**src/rtl/shift_pkg.sv**
```systemverilog
// ============================================================================
// shift_pkg : mode codes and helpers shared by the universal shift register
// Revision  : 1.0
// ============================================================================
`default_nettype none

package shift_pkg;

  localparam logic [2:0] M_HOLD = 3'd0;
  localparam logic [2:0] M_SHR  = 3'd1;
  localparam logic [2:0] M_SHL  = 3'd2;
  localparam logic [2:0] M_LOAD = 3'd3;
  localparam logic [2:0] M_ROR  = 3'd4;
  localparam logic [2:0] M_ROL  = 3'd5;
  localparam logic [2:0] M_ASR  = 3'd6;
  localparam logic [2:0] M_ZERO = 3'd7;

  // ceil(log2(width)) + 1, so the counter can hold any amount up to 2^n-1
  function automatic int cnt_width(input int width);
    int w;
    w = 0;
    for (int i = 0; i < 31; i++) begin
      if ((1 << i) < width) w = i + 1;
    end
    return w + 1;
  endfunction

  // Only single-bit shift/rotate modes can be repeated by a burst
  function automatic logic is_burst_mode(input logic [2:0] m);
    return (m == M_SHR) || (m == M_SHL) || (m == M_ROR) ||
           (m == M_ROL) || (m == M_ASR);
  endfunction

endpackage

`default_nettype wire

```
**src/rtl/shift_next_n.sv**
```systemverilog
// ============================================================================
// shift_next_n : combinational next-value function of the shift register
// Revision     : 1.0
// ============================================================================
`default_nettype none

module shift_next_n
  import shift_pkg::*;
#(
  parameter int WIDTH = 32
) (
  input  logic [2:0]       mode,
  input  logic [WIDTH-1:0] q,
  input  logic             sl,
  input  logic             sr,
  input  logic [WIDTH-1:0] pdata,
  output logic [WIDTH-1:0] q_next
);

  always_comb begin
    q_next = q;
    case (mode)
      M_HOLD: q_next = q;
      M_SHR:  q_next = {sr, q[WIDTH-1:1]};
      M_SHL:  q_next = {q[WIDTH-2:0], sl};
      M_LOAD: q_next = pdata;
      M_ROR:  q_next = {q[0], q[WIDTH-1:1]};
      M_ROL:  q_next = {q[WIDTH-2:0], q[WIDTH-1]};
      M_ASR:  q_next = {q[WIDTH-1], q[WIDTH-1:1]};
      M_ZERO: q_next = '0;
      default: q_next = q;
    endcase
  end

endmodule

`default_nettype wire

```
**src/rtl/shift_reg_n.sv**
```systemverilog
// ============================================================================
// shift_reg_n : universal shift register with a counted burst-shift engine
// Revision    : 1.0
// ============================================================================
`default_nettype none

module shift_reg_n
  import shift_pkg::*;
#(
  parameter  int WIDTH = 32,
  localparam int CNT_W = cnt_width(WIDTH)
) (
  input  logic             clk,
  input  logic             clear,
  input  logic [2:0]       mode,
  input  logic             SL,
  input  logic             SR,
  input  logic [WIDTH-1:0] PData,
  input  logic             start,
  input  logic [CNT_W-1:0] amount,
  output logic [WIDTH-1:0] Q,
  output logic             SO_L,
  output logic             SO_R,
  output logic             busy,
  output logic             done
);

  localparam logic [0:0] ST_IDLE = 1'b0;
  localparam logic [0:0] ST_RUN  = 1'b1;

  logic [0:0]       state;
  logic [0:0]       state_nx;
  logic [2:0]       lmode;
  logic [CNT_W-1:0] cnt;
  logic [2:0]       eff_mode;
  logic [WIDTH-1:0] q_next;
  logic             burst_go;
  logic             zero_go;
  logic             last;

  // While a burst runs, the latched mode drives the datapath, not the live input
  assign eff_mode = (state == ST_RUN) ? lmode : mode;

  shift_next_n #(
    .WIDTH (WIDTH)
  ) u_next (
    .mode   (eff_mode),
    .q      (Q),
    .sl     (SL),
    .sr     (SR),
    .pdata  (PData),
    .q_next (q_next)
  );

  always_ff @(posedge clk or negedge clear) begin
    if (!clear) begin
      state <= ST_IDLE;
    end else begin
      state <= state_nx;
    end
  end

  always_comb begin
    state_nx = state;
    burst_go = 1'b0;
    zero_go  = 1'b0;
    last     = 1'b0;
    case (state)
      ST_IDLE: begin
        if (start && is_burst_mode(mode)) begin
          if (amount == '0) begin
            zero_go = 1'b1;
          end else begin
            burst_go = 1'b1;
            state_nx = ST_RUN;
          end
        end
      end
      ST_RUN: begin
        if (cnt == CNT_W'(1)) begin
          last     = 1'b1;
          state_nx = ST_IDLE;
        end
      end
      default: state_nx = ST_IDLE;
    endcase
  end

  always_comb begin
    busy = (state == ST_RUN);
  end

  // A zero-length burst still reports completion but leaves Q untouched
  always_ff @(posedge clk or negedge clear) begin
    if (!clear) begin
      Q     <= '0;
      cnt   <= '0;
      lmode <= M_HOLD;
      done  <= 1'b0;
    end else begin
      done <= last | zero_go;
      if (state == ST_RUN) begin
        Q   <= q_next;
        cnt <= cnt - CNT_W'(1);
      end else if (burst_go) begin
        lmode <= mode;
        cnt   <= amount;
      end else if (!zero_go) begin
        Q <= q_next;
      end
    end
  end

  assign SO_L = Q[WIDTH-1];
  assign SO_R = Q[0];

endmodule

`default_nettype wire

```
**config.mk**
```make
export PLATFORM = sky130hd
export DESIGN_NAME = shift_reg_n
export DESIGN_NICKNAME = d
export VERILOG_FILES = /design/src/rtl/shift_pkg.sv /design/src/rtl/shift_next_n.sv /design/src/rtl/shift_reg_n.sv
export SDC_FILE = /design/constraint.sdc
export NUM_CORES = 1
export LEC_CHECK = 0
export CORE_MARGIN = 4
export CORE_UTILIZATION = 50
export DETAILED_ROUTE_END_ITERATION = 8
export PLACE_DENSITY_LB_ADDON = 0.15
export SYNTH_ARGS = -nofsm -noshare
export SYNTH_HDL_FRONTEND = slang
export SYNTH_SLANG_ARGS = --single-unit
```
**constraint.sdc**
```tcl
create_clock -name clk -period 2.53 [get_ports clk]
set_input_delay 0.506 -clock clk [delete_from_list [all_inputs] [get_ports clk]]
set_output_delay 0.506 -clock clk [all_outputs]
set_load 0.02 [all_outputs]
```
==> out/results.md, run 1 <==
| Metric | This run | Unit |
|:---|:---|:---|
| Actual slew at the worst max-slew pin | 0.594 | ns |
| Area of the mapped netlist | 2540 | um2 |
| Die Wd | 79.3 | um |
| Number of buffers inserted during clock tree synthesis | 5 | - |
| Sum of overflow across all layers after global routing | 0 | - |
| R2R depth | 5 | - |
| Count of maximum capacitance violations | 0 | - |
| Data arrival time at the worst-slack endpoint | 1.73 | ns |
| Fraction of the mapped netlist area in simple logic gates | 0.0792 | - |
| Clock tree from TritonCTS | yes | - |
| Post-route core utilization | 0.732 | - |
| Total half-perimeter wirelength after legalization and detailed placement | 4.95 | mm |
| Final setup violating endpoints | 0 | - |
| Register-to-register path setup slack | 0.45 | ns |
| Number of iterations in the first detailed-routing pass | 5 | - |
| Number of gates resized after cts | 0 | - |
| Worst hold-check path type | in2async | - |
| Endpoint class of the critical path | output port | - |
| Number of enable-type register cells in the synthesized netlist | 0 | - |
| Skew final | 0.00595 | ns |
| Critical-path top delay cell | dfrtp_1 | - |
| Synthesized net count | 319 | - |
| Average wire length per cell after detail routing | 17.4 | um |
| Count of nets left with antenna violations after detail routing | 0 | - |
| Peak supply drop | 0.950 | mV |
| Reg-to-reg endpoint | Q[21] | - |
| Synth Area in Compound Gates | 0.349 | - |
| Die area | 6300 | um2 |
| # fillers | 397 | - |
| Standard-cell row count | 25 | - |
| Number of different library cells in the post-synthesis netlist | 47 | - |
| Most common library cell in the layout ignoring fill and taps | clkdlybuf4s50_1 | - |
| Number of antenna repair diodes | 0 | - |
| RePlAce Congestion | 0.850 | - |
| Maximum operating frequency | 447 | MHz |
| Setup TNS after final layout | 0 | ns |
| Largest family of logic cells by synthesized area | compound AO/OA/AOI/OAI gates | - |
| Number of failing hold endpoints at the final stage | 0 | - |
| First DRT Iteration DRCs | 221 | - |
| Number of hold buffers added after cts | 0 | - |
| Worst slew margin relative to its limit | 0.604 | - |
| Total Routed Length | 7.17 | mm |
| Post-synthesis xor/xnor area fraction | 0.00344 | - |
| Post-synthesis share of cell area spent on full adders, half adders and majority gates | 0.00983 | - |
| Worst flop-to-flop path startpoint | busy | - |
| Leakage component of the power | 1.34 | nW |
| Setup repair after global routing missed its margin | false | - |
| Number of global-route vias before repair | 2485 | - |
| Final period utilization | 0.884 | - |
| I/O pin cnt | 82 | - |
| Stage delay of the slowest cell on the critical path | 0.72 | ns |
| Fraction of the yosys area taken by sequential cells | 0.423 | - |
| Clk sinks | 43 | - |
| Pin count of the biggest net entering global routing | 44 | - |
| Leading register cell type out of synthesis | dfrtp_1 | - |
| Die Span Y | 79.3 | um |
| Number of flip-flops and latches in the synthesized netlist | 43 | - |
| Core box area | 4820 | um2 |
| Synthesized instance count | 271 | - |
| Remaining design rule violation count | 0 | - |
| Proportion of synthesized flip-flops having asynchronous set or reset | 1.00 | - |
| Antenna violations before repair | 0 | - |
| Power per unit of standard cell area | 1540 | nW/um2 |
| Status | finished clean | - |
| Worst-path clk slew | 0.08 | ns |
| Startpoint type of the worst setup path | register | - |
| Share of final-layout standard cells stronger than drive strength 1 | 0.113 | - |
| Number of pins exceeding their max-slew limit in the final report | 0 | - |
| Mux contribution to synthesized area | 0.0678 | - |
| Fin crit period | 2.24 | ns |
| H-tree level count | 2 | - |
| Crit path max fanout | 13 | - |
| Worst Path Required | 2.02 | ns |
| Combined global-route utilization of all metal layers | 0.233 | - |
| Commonest non-fill, non-tap cells in the layout | clkdlybuf4s50_1, dfrtp_1, a31oi_1, o21ai_0, a21oi_1 | - |
| Global-route wire length before repair | 11.9 | mm |
| Initial Utilization | 0.528 | - |
| Clock latency on the worst-skew pair | 0.29 | ns |
| Clock root cell | clkbuf_8 | - |
| Combined buffer and inverter count along the critical path | 1 | - |
| Vias post-DR | 2580 | - |
| Buffers inserted during post-CTS setup optimization | 0 | - |
| Synth Area per Inst | 9.39 | um2 |
| Port bufs | 81 | - |
| Final nets | 393 | - |
| Cells along the critical path | clkdlybuf4s50_1 | - |
| Top delay family on crit path | flip-flops | - |
| Average via count per standard cell | 6.25 | - |
| Maximum clock path buffer count | 2 | - |
| Count of synthesis-stage warnings from yosys | 0 | - |
| Area growth syn-to-layout | 38.6 | % |
| Startpoint-to-endpoint class of the critical path | reg2out | - |
[state kept, by name, indices dropped and copies added, names as in the netlist]
name / flops
Q: 32
busy: 1
cnt: 6
done: 1
lmode: 3
[routing by layer]
metal  up-vias  global-route usage  wire length, um
li1       1199                   -                -
met1      1260               0.301             2830
met2       108               0.393             3710
met3        13              0.0454              488
met4         0              0.0739              136
met5         -                   0                0
[synth_stat cells (2+ instances only)]
| cell type | n | area share |
|---|---|---|
| a211o_1 | 2 | 0.0069 |
| mux2i_1 | 4 | 0.016 |
| nand3_1 | 2 | 0.0039 |
| nor2_1 | 5 | 0.0074 |
| buf_2 | 15 | 0.029 |
| and2_1 | 4 | 0.0098 |
| inv_1 | 7 | 0.010 |
| buf_4 | 4 | 0.012 |
| mux2_2 | 6 | 0.027 |
| nor3_1 | 3 | 0.0059 |
| dfrtp_1 | 43 | 0.42 |
| ha_1 | 2 | 0.0098 |
| clkbuf_1 | 6 | 0.0088 |
| or3_1 | 2 | 0.0049 |
| o22ai_1 | 2 | 0.0049 |
| nor3_2 | 2 | 0.0079 |
| o21ai_0 | 33 | 0.065 |
| a22oi_1 | 30 | 0.088 |
| a21oi_1 | 32 | 0.063 |
| o31ai_1 | 2 | 0.0059 |
| mux2i_2 | 2 | 0.011 |
| nand2_1 | 4 | 0.0059 |
| a31oi_1 | 35 | 0.086 |
[worst max-delay path by stage]
stage | depth (start not counted) | from | slack [ns] | endpoint
2_1_floorplan | 5 | amount[2] | 0.58 | lmode[0]
3_3_place_gp | 7 | mode[0] | 0.24 | Q[22]
3_5_place_dp | 5 | mode[1] | 0.16 | lmode[1]
4_1_cts | 1 | busy | 0.28 | busy
5_1_grt | 1 | busy | 0.23 | busy
6_report | 1 | busy | 0.29 | busy
[through the flow]
stage               hold WS, ns  area, um2  cells  total power, mW  worst slack, ns
detailed placement        0.542       3450    405             5.04            0.163
global route              0.328       3530    413             5.88            0.235
finish                    0.282       3530    413             5.44            0.294
CTS                       0.302       3530    413             5.46            0.282
global placement          0.512       3450    405             4.93            0.241
floorplan                 0.210       2540    271             3.75            0.580
[cell type report]
class / instances / area (um2) / area share
Sequential cell: 43 / 1080 / 0.305
Clock buffer: 7 / 76.3 / 0.0216
Clock inverter: 1 / 5.00 / 0.00142
Timing Repair Buffer: 94 / 953 / 0.270
Multi-Input combinational cell: 193 / 1300 / 0.370
Tap cell: 67 / 83.8 / 0.0238
Inverter: 8 / 30.0 / 0.00851
[power by group]
| group | total, mW | leakage [nW] | switching, mW | internal (mW) |
|---|---|---|---|---|
| Sequential | 1.52 | 0.502 | 0.430 | 1.09 |
| Combinational | 3.50 | 0.799 | 1.80 | 1.70 |
| Clock | 0.419 | 0.0422 | 0.225 | 0.194 |
| Total | 5.44 | 1.34 | 2.46 | 2.98 |
[logic make-up (layout without fill, tap and decap cells)]
| logic type | count (synthesis) | in the layout |
|---|---|---|
| muxes | 14 | 14 |
| DFF | 43 | 43 |
| and+or+nand+nor | 31 | 31 |
| AOI/OAI and AO/OA | 145 | 145 |
| adders and majority gates | 2 | 2 |
| xor gates and xnor gates | 1 | 1 |
| buffers and inverters | 35 | 110 |
No activity file was read; power rests on OpenSTA's default activity.
==> inputs of run 2 (changes only) <==
Settings changed: CAP_MARGIN set to 20, SLEW_MARGIN set to 0.
==> results of run 2 <==
Same layout as run 1: the final DEF is identical, and so are final timing and power.
==> inputs of run 3 (changes only) <==
Settings changed: CORE_ASPECT_RATIO set to 1.25.
==> run 3 against run 2 <==
Net effect: sequential cell count unchanged; critical endpoint unchanged; sequential power is essentially flat; first-iteration DRC count is 13% higher; clock skew hardly changed; final cell count is 0.73% lower; highest routed layer unchanged; global-route usage grew 0.62 points; critical path depth grew 1; clock power grew 13%; register-to-register slack improved by 0.02 ns; worst setup slack worse by 0.030 ns; sequential share of layout area down 0.13 points; die area grew 0.11%.
==> out/results.md, run 3 (synthesized netlist as in run 1, its figures left out) <==
| Metric | This run | Unit | Delta |
|:---|:---|:---|:---|
| Number of gates resized after cts | 0 | - | unchanged |
| Average via count per standard cell | 6.22 | - | -0.48% |
| Die Wd | 71.8 | um | -9.5% |
| Most common library cell in the layout ignoring fill and taps | clkdlybuf4s50_1 | - |  |
| Skew final | 0.00558 | ns | -0.000368 ns |
| Sum of overflow across all layers after global routing | 0 | - | unchanged |
| Die Span Y | 87.8 | um | +11% |
| Count of nets left with antenna violations after detail routing | 0 | - | unchanged |
| Setup repair after global routing missed its margin | false | - |  |
| Actual slew at the worst max-slew pin | 0.470 | ns | -0.123 ns |
| Flip-flop count of the largest register, all copies and words added | 32 | - | unchanged |
| Largest registers | Q x32, cnt x6, lmode x3 | - |  |
| Peak supply drop | 0.853 | mV | -10% |
| Number of antenna repair diodes | 0 | - | unchanged |
| Average wire length per cell after detail routing | 17.6 | um | +1.2% |
| Launch point of the worst path | busy | - |  |
| Worst slew margin relative to its limit | 0.686 | - | +0.0822 |
| Remaining design rule violation count | 0 | - | unchanged |
| Final period utilization | 0.896 | - | +0.0118 |
| First DRT Iteration DRCs | 250 | - | +13% |
| Total half-perimeter wirelength after legalization and detailed placement | 5.13 | mm | +3.5% |
| Most flops, register | Q | - |  |
| Worst-path clk slew | 0.08 | ns | about the same |
| Commonest non-fill, non-tap cells in the layout | clkdlybuf4s50_1, dfrtp_1, a31oi_1, o21ai_0, a21oi_1 | - |  |
| Count of maximum capacitance violations | 0 | - | unchanged |
| Leakage component of the power | 1.36 | nW | +1.4% |
| Buffers inserted during post-CTS setup optimization | 0 | - | unchanged |
| Data arrival time at the worst-slack endpoint | 1.76 | ns | +0.03 ns |
| Vias post-DR | 2549 | - | -1.2% |
| Number of hold buffers added after cts | 0 | - | unchanged |
| Crit path max fanout | 8 | - | -5 |
| Setup TNS after final layout | 0 | ns | unchanged |
| Die area | 6300 | um2 | +0.11% |
| Number of pins exceeding their max-slew limit in the final report | 0 | - | unchanged |
| Area growth syn-to-layout | 39.2 | % |  |
| Maximum clock path buffer count | 2 | - | unchanged |
| Number of iterations in the first detailed-routing pass | 4 | - | -1 |
| Post-route core utilization | 0.733 | - | about the same |
| Power per unit of standard cell area | 1550 | nW/um2 | +0.59% |
| Port bufs | 81 | - | unchanged |
| Maximum operating frequency | 441 | MHz | -1.3% |
| Number of buffers inserted during clock tree synthesis | 5 | - | unchanged |
| Worst flop-to-flop path startpoint | busy | - |  |
| Number of global-route vias before repair | 2638 | - | +6.2% |
| Global-route wire length before repair | 12.2 | mm | +2.3% |
| Clock latency on the worst-skew pair | 0.29 | ns | about the same |
| Worst hold margin | 0.151 | ns | -0.130 ns |
| I/O pin cnt | 82 | - | unchanged |
| Clock root cell | clkbuf_8 | - |  |
| Pin count of the biggest net entering global routing | 32 | - | -27% |
| Worst Path Required | 2.02 | ns | about the same |
| Startpoint-to-endpoint class of the critical path | reg2out | - |  |
| Fin crit period | 2.27 | ns | +0.0299 ns |
| Final setup violating endpoints | 0 | - | unchanged |
| Number of failing hold endpoints at the final stage | 0 | - | unchanged |
| RePlAce Congestion | 0.789 | - | -7.2% |
| Clock tree from TritonCTS | yes | - |  |
| Standard-cell row count | 28 | - | +12% |
| Antenna violations before repair | 0 | - | unchanged |
| Final nets | 397 | - | +1.0% |
| Initial Utilization | 0.526 | - | -0.00191 |
| Startpoint type of the worst setup path | register | - |  |
| Combined global-route utilization of all metal layers | 0.239 | - | +0.00621 |
| Share of final-layout standard cells stronger than drive strength 1 | 0.126 | - | +0.0130 |
| H-tree level count | 2 | - | unchanged |
| Total Routed Length | 7.20 | mm | +0.49% |
| Worst hold-check path type | in2async | - |  |
| Clk sinks | 43 | - | unchanged |
| Endpoint class of the critical path | output port | - |  |
| Core box area | 4830 | um2 | +0.36% |
| Status | finished clean | - |  |
## run 3: area by class of cell
class / count / area [um2]
Inverter: 8 / 30.0
Clock buffer: 8 / 100
Multi-Input combinational cell: 193 / 1300
Sequential cell: 43 / 1080
Fill cell: 397 / 1290
Timing Repair Buffer: 98 / 958
Tap cell: 60 / 75.1
## run 3: worst paths after layout
check | to | slack [ns] | cells past startpoint
worst max register to register | cnt[3] | 0.47 | 6
worst min-delay path | cnt[1] | 0.15 | 1
worst min register to register | cnt[0] | 0.55 | 1
worst max-delay path | busy | 0.26 | 2
min in group clk | cnt[0] | 0.55 | 1
max in group asynchronous | Q[22] | 1.68 | 2
## run 3: per-layer routing
layer | vias to the layer above | share of wire | track usage
li1 | 1205 | - | -
met1 | 1247 | 0.40 | 0.289
met2 | 88 | 0.53 | 0.420
met3 | 9 | 0.055 | 0.0505
met4 | 0 | 0.013 | 0.0855
met5 | - | 0 | 0
## run 3: per-stage QoR
stage / std cells / power (mW) / area [um2] / setup WS (ns)
after floorplan: 271 / 3.75 / 2540 / 0.580
after global placement: 402 / 4.92 / 3440 / 0.208
after global routing: 410 / 5.93 / 3540 / 0.212
after detailed placement: 402 / 5.02 / 3440 / 0.164
final: 410 / 5.49 / 3540 / 0.264
after CTS: 410 / 5.51 / 3540 / 0.257
## run 3: where the power goes
| part | leakage (nW) | switching [mW] | total, mW | internal [mW] |
|---|---|---|---|---|
| Combinational | 0.808 | 1.82 | 3.51 | 1.68 |
| Sequential | 0.502 | 0.427 | 1.52 | 1.09 |
| Clock | 0.0515 | 0.225 | 0.474 | 0.249 |
## run 3: critical path, cell delays in order, from the launching register on
cell and delay (ns):
dfrtp_1 0.64, buf_4 0.23, clkdlybuf4s50_1 0.60
